==> src/rtl/bp_pkg.sv <==
// bp_pkg: shared constants, field widths, FSM states and counter helpers for the branch predictor
package bp_pkg;

    localparam int BP_BIMODAL = 0;
    localparam int BP_GSHARE  = 1;
    localparam int BP_LOCAL   = 2;

    localparam logic [1:0] CTR_INIT = 2'b01;

    typedef enum logic {INIT, RUN} bp_state_e;

    function automatic int bp_tag_w(input int dbits, input int idx_bits);
        return dbits - idx_bits - 2;
    endfunction

    function automatic int bp_entry_w(input int dbits, input int idx_bits);
        return 2 + bp_tag_w(dbits, idx_bits) + dbits;
    endfunction

    function automatic int bp_max3(input int a, input int b, input int c);
        return (a > b) ? ((a > c) ? a : c) : ((b > c) ? b : c);
    endfunction

    function automatic logic [1:0] bp_sat(input logic [1:0] c, input logic up);
        return up ? ((c == 2'b11) ? c : c + 2'd1) : ((c == 2'b00) ? c : c - 2'd1);
    endfunction

endpackage

==> src/rtl/bp_btb.sv <==
// bp_btb: tagged direct-mapped branch target buffer with one lookup, one write and one clear port
module bp_btb
    import bp_pkg::*;
#(
    parameter int DBITS    = 32,
    parameter int IDX_BITS = 4
) (
    input  logic                clk,
    input  logic [DBITS-1:0]    rd_pc_i,
    output logic                rd_hit_o,
    output logic                rd_is_cond_o,
    output logic [DBITS-1:0]    rd_target_o,
    input  logic                wr_en_i,
    input  logic [DBITS-1:0]    wr_pc_i,
    input  logic                wr_is_cond_i,
    input  logic [DBITS-1:0]    wr_target_i,
    input  logic                clr_en_i,
    input  logic [IDX_BITS-1:0] clr_idx_i
);

    localparam int TAG_W   = bp_tag_w(DBITS, IDX_BITS);
    localparam int ENTRY_W = bp_entry_w(DBITS, IDX_BITS);
    localparam int N       = 1 << IDX_BITS;

    typedef struct packed {
        logic             valid;
        logic             is_cond;
        logic [TAG_W-1:0] tag;
        logic [DBITS-1:0] target;
    } btb_entry_t;

    btb_entry_t          tbl_q [N];
    btb_entry_t          rd_e;
    btb_entry_t          wr_e;
    logic [IDX_BITS-1:0] rd_idx;
    logic [IDX_BITS-1:0] wr_idx;

    assign rd_idx       = rd_pc_i[IDX_BITS+1:2];
    assign wr_idx       = wr_pc_i[IDX_BITS+1:2];
    assign rd_e         = tbl_q[rd_idx];
    assign rd_hit_o     = rd_e.valid && (rd_e.tag == rd_pc_i[DBITS-1:IDX_BITS+2]);
    assign rd_is_cond_o = rd_e.is_cond;
    assign rd_target_o  = rd_e.target;
    assign wr_e         = btb_entry_t'({1'b1, wr_is_cond_i, wr_pc_i[DBITS-1:IDX_BITS+2], wr_target_i});

    // Init sweep invalidates one entry per cycle; otherwise a taken branch installs its entry
    always_ff @(posedge clk) begin
        if (clr_en_i)
            tbl_q[clr_idx_i].valid <= 1'b0;
        else if (wr_en_i)
            tbl_q[wr_idx] <= wr_e[ENTRY_W-1:0];
    end

endmodule

==> src/rtl/branch_pred_unit.sv <==
// branch_pred_unit: BTB plus bimodal/gshare/local direction predictor with init sweep and accuracy stats
module branch_pred_unit
    import bp_pkg::*;
#(
    parameter int DBITS        = 32,
    parameter int MODE         = 1,
    parameter int PHT_IDX_BITS = 8,
    parameter int BTB_IDX_BITS = 4,
    parameter int LHT_IDX_BITS = 6
) (
    input  logic             clk,
    input  logic             reset,
    input  logic [DBITS-1:0] pc_FE,
    input  logic [DBITS-1:0] pcplus_FE,
    output logic [DBITS-1:0] predicted_pc_FE,
    output logic             pred_taken_FE,
    output logic             ready,
    input  logic             upd_valid_AGEX,
    input  logic             upd_is_cond_AGEX,
    input  logic             upd_taken_AGEX,
    input  logic             upd_mispred_AGEX,
    input  logic [DBITS-1:0] upd_pc_AGEX,
    input  logic [DBITS-1:0] upd_target_AGEX,
    output logic [31:0]      stat_total,
    output logic [31:0]      stat_correct
);

    localparam int PB       = PHT_IDX_BITS;
    localparam int LB       = LHT_IDX_BITS;
    localparam int CNT_BITS = bp_max3(PHT_IDX_BITS, BTB_IDX_BITS, LHT_IDX_BITS);
    localparam int PHT_N    = 1 << PHT_IDX_BITS;
    localparam int BTB_N    = 1 << BTB_IDX_BITS;
    localparam int LHT_N    = 1 << LHT_IDX_BITS;

    bp_state_e           state_q, state_d;
    logic [CNT_BITS-1:0] cnt_q;
    logic [PB-1:0]       ghr_q;
    logic [1:0]          pht_q [PHT_N];
    logic [PB-1:0]       lht_q [LHT_N];
    logic [31:0]         stat_total_q, stat_correct_q;
    logic                init, upd, upd_cond;
    logic [PB-1:0]       fe_idx, ag_idx;
    logic                btb_hit, btb_cond;
    logic [DBITS-1:0]    btb_tgt;

    assign init     = state_q == INIT;
    assign ready    = state_q == RUN;
    assign upd      = upd_valid_AGEX && ready;
    assign upd_cond = upd && upd_is_cond_AGEX;

    assign fe_idx = (MODE == BP_GSHARE) ? (pc_FE[PB+1:2] ^ ghr_q)
                  : (MODE == BP_LOCAL)  ? lht_q[pc_FE[LB+1:2]]
                  :                       pc_FE[PB+1:2];
    assign ag_idx = (MODE == BP_GSHARE) ? (upd_pc_AGEX[PB+1:2] ^ ghr_q)
                  : (MODE == BP_LOCAL)  ? lht_q[upd_pc_AGEX[LB+1:2]]
                  :                       upd_pc_AGEX[PB+1:2];

    bp_btb #(
        .DBITS    (DBITS),
        .IDX_BITS (BTB_IDX_BITS)
    ) u_btb (
        .clk          (clk),
        .rd_pc_i      (pc_FE),
        .rd_hit_o     (btb_hit),
        .rd_is_cond_o (btb_cond),
        .rd_target_o  (btb_tgt),
        .wr_en_i      (upd && upd_taken_AGEX),
        .wr_pc_i      (upd_pc_AGEX),
        .wr_is_cond_i (upd_is_cond_AGEX),
        .wr_target_i  (upd_target_AGEX),
        .clr_en_i     (init && (int'(cnt_q) < BTB_N)),
        .clr_idx_i    (cnt_q[BTB_IDX_BITS-1:0])
    );

    assign pred_taken_FE   = ready && btb_hit && (!btb_cond || pht_q[fe_idx][1]);
    assign predicted_pc_FE = pred_taken_FE ? btb_tgt : pcplus_FE;
    assign stat_total      = stat_total_q;
    assign stat_correct    = stat_correct_q;

    // Leave INIT once the sweep has written the last index of the largest table
    always_comb begin
        state_d = (init && (cnt_q == '1)) ? RUN : state_q;
    end

    // State register and sweep counter; reset always restarts the sweep from index 0
    always_ff @(posedge clk) begin
        state_q <= reset ? INIT : state_d;
        cnt_q   <= reset ? '0 : init ? cnt_q + CNT_BITS'(1) : cnt_q;
    end

    // Direction counters: weakly not-taken during the sweep, saturating training afterwards
    always_ff @(posedge clk) begin
        if (init) begin
            if (int'(cnt_q) < PHT_N)
                pht_q[cnt_q[PB-1:0]] <= CTR_INIT;
        end else if (upd_cond) begin
            pht_q[ag_idx] <= bp_sat(pht_q[ag_idx], upd_taken_AGEX);
        end
    end

    // Global history only advances on resolved conditional branches in gshare mode
    always_ff @(posedge clk) begin
        if (reset)
            ghr_q <= '0;
        else if (upd_cond && (MODE == BP_GSHARE))
            ghr_q <= {ghr_q[PB-2:0], upd_taken_AGEX};
    end

    // Per-branch local histories, cleared by the sweep and shifted in local mode
    always_ff @(posedge clk) begin
        if (init) begin
            if (int'(cnt_q) < LHT_N)
                lht_q[cnt_q[LB-1:0]] <= '0;
        end else if (upd_cond && (MODE == BP_LOCAL)) begin
            lht_q[upd_pc_AGEX[LB+1:2]] <= {lht_q[upd_pc_AGEX[LB+1:2]][PB-2:0], upd_taken_AGEX};
        end
    end

    // Accuracy counters over every resolved jump/branch seen while ready
    always_ff @(posedge clk) begin
        if (reset) begin
            stat_total_q   <= '0;
            stat_correct_q <= '0;
        end else if (upd) begin
            stat_total_q   <= stat_total_q + 32'd1;
            stat_correct_q <= stat_correct_q + {31'd0, !upd_mispred_AGEX};
        end
    end

endmodule

==> config.mk <==
export PLATFORM = sky130hd
export DESIGN_NAME = branch_pred_unit
export DESIGN_NICKNAME = d
export VERILOG_FILES = /design/src/rtl/bp_pkg.sv /design/src/rtl/bp_btb.sv /design/src/rtl/branch_pred_unit.sv
export SDC_FILE = /design/constraint.sdc
export NUM_CORES = 2
export LEC_CHECK = 0
export BUFFER_PORTS_ARGS = -buffer_cell sky130_fd_sc_hd__buf_2
export CAP_MARGIN = 20
export CORE_ASPECT_RATIO = 1.2
export CORE_MARGIN = 5
export CORE_UTILIZATION = 55
export CTS_CLUSTER_SIZE = 16
export DETAILED_ROUTE_END_ITERATION = 10
export GPL_TIMING_DRIVEN = 0
export MAX_ROUTING_LAYER = met4
export PLACE_DENSITY_LB_ADDON = 0.2
export SYNTH_ARGS = -nofsm -noshare
export SYNTH_HDL_FRONTEND = slang
export SYNTH_SLANG_ARGS = --single-unit
==> constraint.sdc <==
create_clock -name clk -period 24.2 [get_ports clk]
set_input_delay 1.21 -clock clk [delete_from_list [all_inputs] [get_ports clk]]
set_output_delay 1.21 -clock clk [all_outputs]
set_load 0.005 [all_outputs]
; After elaboration in Yosys (flattened, before gate mapping)
; Memory sizes are Yosys's and may differ from the RTL's.
; Index checks and enable logic that the tools add are counted.
[op_classes]
eq_ne = 3
div = 0
n_mux = 19
add_sub_neg = 5
reduce_logical = 14
n_mul = 0
n_lt_le_gt_ge = 1
n_bitwise = 3
n_shift = 0
[op_table]
columns = cell, n
row1 = $mux 60, 1
row2 = $reduce_or 60->1, 1
row3 = $add 32x1->32, 1
row4 = $add 32x1->32 const B, 1
row5 = $mux 32, 1
row6 = $eq 26x26->1, 1
row7 = $xor 8x8->8, 2
row8 = $mux 1, 10
row9 = $mux 2, 5
row10 = $add 8x1->8 const B, 1
row11 = $eq 8x8->1 const B, 1
row12 = $logic_and 1x1->1, 8
row13 = $lt 8x5->1 const B, 1
row14 = $mux 8, 1
row15 = $mux 4, 1
row16 = $add 2x1->2 const B, 1
row17 = $eq 2x2->1 const B, 1
row18 = $logic_not 1->1, 2
row19 = $logic_not 2->1, 1
row20 = $reduce_or 2->1, 1
row21 = $sub 2x1->2 const B, 1
row22 = $logic_or 1x1->1, 1
row23 = $not 1->1, 1
[totals]
output_inout_bits = 98
in_bits = 134
mem_bits_rw = 1472
latchBits = 0
wordCells = 52
mem_bits_ro = 0
register_bits = 81
memories = 2
[mem_list]
columns = name, words, word_bits, read_ports, rd_ports_with_merged_regs, wr, line_no
row1 = u_btb.tbl_q, 16, 60, 1, 0, 1, bp_btb.sv:32  ; btb_entry_t tbl_q [N];
row2 = pht_q, 256, 2, 2, 0, 1, branch_pred_unit.sv:38  ; logic [1:0] pht_q [PHT_N];

; Logic depth before layout (Yosys ltp)
[logic_depth]
ltp_word = 7
ltp_mapped = 14
depth_no_buf = 10

; By module
; A second synthesis with hierarchy kept.
[hier_totals]
hier_cells = 3584
hier_area_um2 = 64927.3
[by_module_without_submodules]
columns = module, cells_each, seq_area_each_um2, n_inst, area_each_um2
row1 = bp_btb, 1671, 28827.6, 1, 37566.0
row2 = branch_pred_unit, 1913, 16996.3, 1, 27361.2

; Worst setup path before layout
; Ideal clock, no wire load.
[synth_timing]
path_kind = input port to flip-flop
start = input port upd_pc_AGEX[2]
end = memory pht_q[0][1] (data pin)
required_time_ns = 22.812
arrival_time_ns = 9.578
setup_ns = 1.388
cell_stages = 11
n_path_buf = 3
slack_ns = 13.233
cell_sequence = buf_2 xor2_2 buf_4 buf_2 nand2_1 nand3_1 nand4_1 a221o_1 or4_1 maj3_1 nor2_1
[synth_via]
elab_chain_len = 6
elab_cells_between_ends = 10
cone_classes = add/sub: 2 / eq/ne: 1 / mux: 4 / bitwise: 1 / reduce/logical: 1 / memory: 1
[synth_lines]
columns = element, line_no
row1 = start: declaration, branch_pred_unit.sv:22  ; input logic [DBITS-1:0] upd_pc_AGEX,
row2 = $xor 8x8->8 (*), branch_pred_unit.sv:54  ; assign ag_idx = (MODE == BP_GSHARE) ? (upd_pc_AGEX[PB+1:2] ^ ghr_q)
row3 = $mem_v2 256x2 (*), -
row4 = "$sub 2x1->2, or another cell as far along", bp_pkg.sv:25  ; return up ? ((c == 2'b11) ? c : c + 2'd1) : ((c == 2'b00) ? c : c - 2'd1);
row5 = $mux 2, bp_pkg.sv:25
row6 = $mux 2 (*), bp_pkg.sv:25
row7 = $mux 2 (no line) (*), -
row8 = end: declaration, branch_pred_unit.sv:38
; Every way passes the cells marked *; elsewhere a longest branch is shown, timed or not.

; Final worst setup path
[layout_timing]
start = input port pc_FE[5]
end = output port predicted_pc_FE[10]
[layout_via]
elab_chain_len = 6
elab_cells_between_ends = 10
cone_classes = eq/ne: 1 / mux: 1 / bitwise: 1 / reduce/logical: 5 / memory: 2
[layout_lines]
columns = element, line_no
row1 = start: declaration, branch_pred_unit.sv:13  ; input logic [DBITS-1:0] pc_FE,
row2 = branches (longest 5 deep; another with $mem_v2 256x2), -
row3 = $mux 32 (*), branch_pred_unit.sv:76  ; assign predicted_pc_FE = pred_taken_FE ? btb_tgt : pcplus_FE;
row4 = end: declaration, branch_pred_unit.sv:15  ; output logic [DBITS-1:0] predicted_pc_FE,
; Every way passes the cells marked *.

==> impl_metrics.toml <==
[timing]
fmax_ghz = 0.123
rsz0062_at_grt = "false"
finalSetupViolations = 0
period_share = 0.336
maxSlewHeadroom = 0.122
worst_slack_ps = 16070
finalSetupTns_ps = 0
tightest_slew_ps = 1320
fin_worst_skew_ps = 24.0
finalCriticalPeriod_ps = 8130
timing.final.max_slew_violations = 0
finalHoldViolCount = 0

[floorplanning]
core_sq_um = 116000
placementRows = 137
initial_core_util = 0.553
io_pins = 232
die_x_microns = 322
die_height_microns = 385
die_area_sq_um = 124000

[setup_path]
crit_chain = "buf_2 -> clkbuf_1 -> clkbuf_1 -> mux2i_1 -> mux2i_1 -> xnor2_1 -> nand4_1 -> nor4_1 -> nand4_1 -> a221oi_4 -> buf_6 -> mux2_1 -> buf_2"
r2r_start = "ghr_q[3]"
crit_type = "primary input to output port"
cp_slowest_cell = "a221oi_4"
critical_path.max_fanout = 10
slowest_delay_ps = 980
end_kind = "output port"
r2r-end = "pht_q[215][1]"
rr_worst_depth = 15
critPathRequiredTime_ps = 22990
reg2reg_slack_ps = 17680
crit_family = "buffers and inverters"
critical_path_buf_inv_count = 5
arrival_ps = 6920
start_kind = "primary input"

[global_route]
grt_pass1_vias = 37400
grt_antenna_before_repair = 20
grt_max_degree = 79
track_usage = 0.315
grt_pass1_wl_microns = 268000
grt_overflow = 0

[cts]
cts_tree = "yes"
cts.repair.resized = 0
hold_buffers = 0
cts_sinks = 1553
cts_max_path_buffers = 3
post-cts-setup-buffers = 0
clk_pin_slew_ps = 60
worstSkewPairLatency_ps = 790
htree_levels = 4
clock-root-buffer = "clkbuf_16"
cts_made_buffers = 154

[pwr]
irDropWorstVdd_uv = 81.8
powerDensity_nw_per_um2 = 73.8
p_leak_nw = 26.7

[placed_design]
dp_slack_ps = 16110
placed_cell_area_sq_um = 68900
hpwl_microns = 129000
place_congestion = 1.06
numPortBuffers = 224

[detailed_routing]
drt-initial-drc-count = 5373
drc = 0
routedWlPerCell_microns = 33.5
drt_first_pass_iters = 6
vias = 37600
wl_microns = 190000
viasPerCell = 6.64
ant_nets = 0

[outcome]
status = "finished clean"

[cells_and_area]
post-route-util = 0.635
layout_common_cells = "edfxtp_1 (1472), mux4_2 (437), nor2_1 (388)"
final_area_sq_um = 73800
area_growth_pct = 14.7
layout-drive-gt1-share = 0.267
fin_nets = 4134
nFillCells = 8156
final_common_cell = "edfxtp_1"

[synthesis]
ys_types = 62
ys_ff_latch = 1553
synthArstFlopShare = 0
yosysTopAreaCellShare = 0.687
syn_nets = 3664
synth_area_leaders = "edfxtp_1 (69%), mux4_2 (15%), dfxtp_1 (2.5%), nor2_1 (2.3%), nand2_1 (1.4%)"
ys_seq_area_frac = 0.712
ys_warn_count = 0
syn_area_per_cell_sq_um = 18.2
synth_area_sq_um = 64300
synth.largest_area_cell = "edfxtp_1"
synth_edf_count = 1472
netlist_instances = 3526
synth_top_flop_cell = "edfxtp_1"

[min_path]
min_delay_path_depth = 2
hold-path-endpoint = "stat_correct[13]"
min_path_type = "flop to flop"
hp-start = "stat_correct[13]"

[flow_run]
max_cap_viol_count = 0
## cells by family (layout without fill, tap and decap cells)
| logic type | after synthesis | after routing | synth area share |
|---|---|---|---|
| AOI/OAI and AO/OA | 204 | 204 | 0.0220 |
| and+or+nand+nor | 880 | 880 | 0.0593 |
| adders and majority gates | 6 | 6 | 0.00109 |
| xor gates and xnor gates | 129 | 129 | 0.0181 |
| other | 0 | 21 | 0 |
| DFF | 1553 | 1553 | 0.712 |
| buffers and inverters | 216 | 807 | 0.0160 |
| muxes | 538 | 538 | 0.171 |
## metal layers
layer,part of all wire,vias to the layer above,global-route usage
met1,0.34,19400,0.390
li1,-,15100,-
met2,0.50,2455,0.512
met4,0.057,0,0.144
met5,0,-,-
met3,0.099,604,0.0618
## Yosys cell counts (6+ instances only)
master       n
buf_2       58
nor2b_1      9
o22ai_1      6
nand2b_1     6
mux2i_1     66
and3_1      80
a221oi_1    11
or3_1       12
edfxtp_1  1472
xor2_1      65
nand4_1     28
xnor2_1     59
nor4_1       8
mux2_4      27
mux4_2     437
dfxtp_1     81
buf_1        9
buf_6        9
o21ai_0     27
nor3_1      18
clkbuf_1   108
a21oi_1     48
a31oi_1     17
a32oi_1     10
nor2_1     402
a211oi_1     7
a22oi_1     28
nand3_1     67
a22o_1      10
nand2_1    237
buf_4       21
inv_1       10
## registers in the layout, indices dropped and copies added (netlist names)
register / flops
u_btb.tbl_q: 960
pht_q: 512
stat_correct: 32
stat_total: 32
cnt_q: 8
ghr_q: 8
ready: 1
## through the flow
stage	instances	hold slack [ps]	power [mW]
2_1_floorplan	3526	469	3.09
3_3_place_gp	5279	465	3.19
3_5_place_dp	5363	483	3.19
4_1_cts	5640	498	5.46
5_1_grt	5656	517	5.59
6_report	5667	496	5.45
## worst min-delay path, cell delays in order (launching register included)
cell and delay (ps):
dfxtp_1 320, o21ai_0 70, a21oi_1 60
## where the power goes
part,internal (mW),leakage (nW),switching [mW]
sequential,2.90,16.7,0.00110
combinational,0.0859,7.66,0.158
clock,1.31,2.33,1.00
total,4.29,26.7,1.16
## worst max path at each step
stage                              start                  end  slack [ps]  cells after the start
after floorplan           upd_pc_AGEX[2]          pht_q[0][1]       13230                     11
after global placement    upd_pc_AGEX[5]        pht_q[122][1]        5270                     12
after detailed placement        pc_FE[5]   predicted_pc_FE[6]       16110                     13
after CTS                       pc_FE[5]  predicted_pc_FE[10]       16050                     13
after global routing            pc_FE[5]  predicted_pc_FE[10]       15990                     13
final                           pc_FE[5]  predicted_pc_FE[10]       16070                     13
## area by class of cell
cell class | instances | area [sq um] | share of cell area
inverters | 11 | 41.3 | 0.000559
well taps | 1529 | 1910 | 0.0259
clock buffers | 199 | 4160 | 0.0564
diodes | 21 | 52.6 | 0.000712
multi-input cells | 1757 | 17600 | 0.238
clock inverters | 78 | 633 | 0.00858
plain buffers | 205 | 988 | 0.0134
repair buffers | 314 | 2600 | 0.0352
flip-flops and latches | 1553 | 45800 | 0.621
No activity file was read; power rests on OpenSTA's default activity.
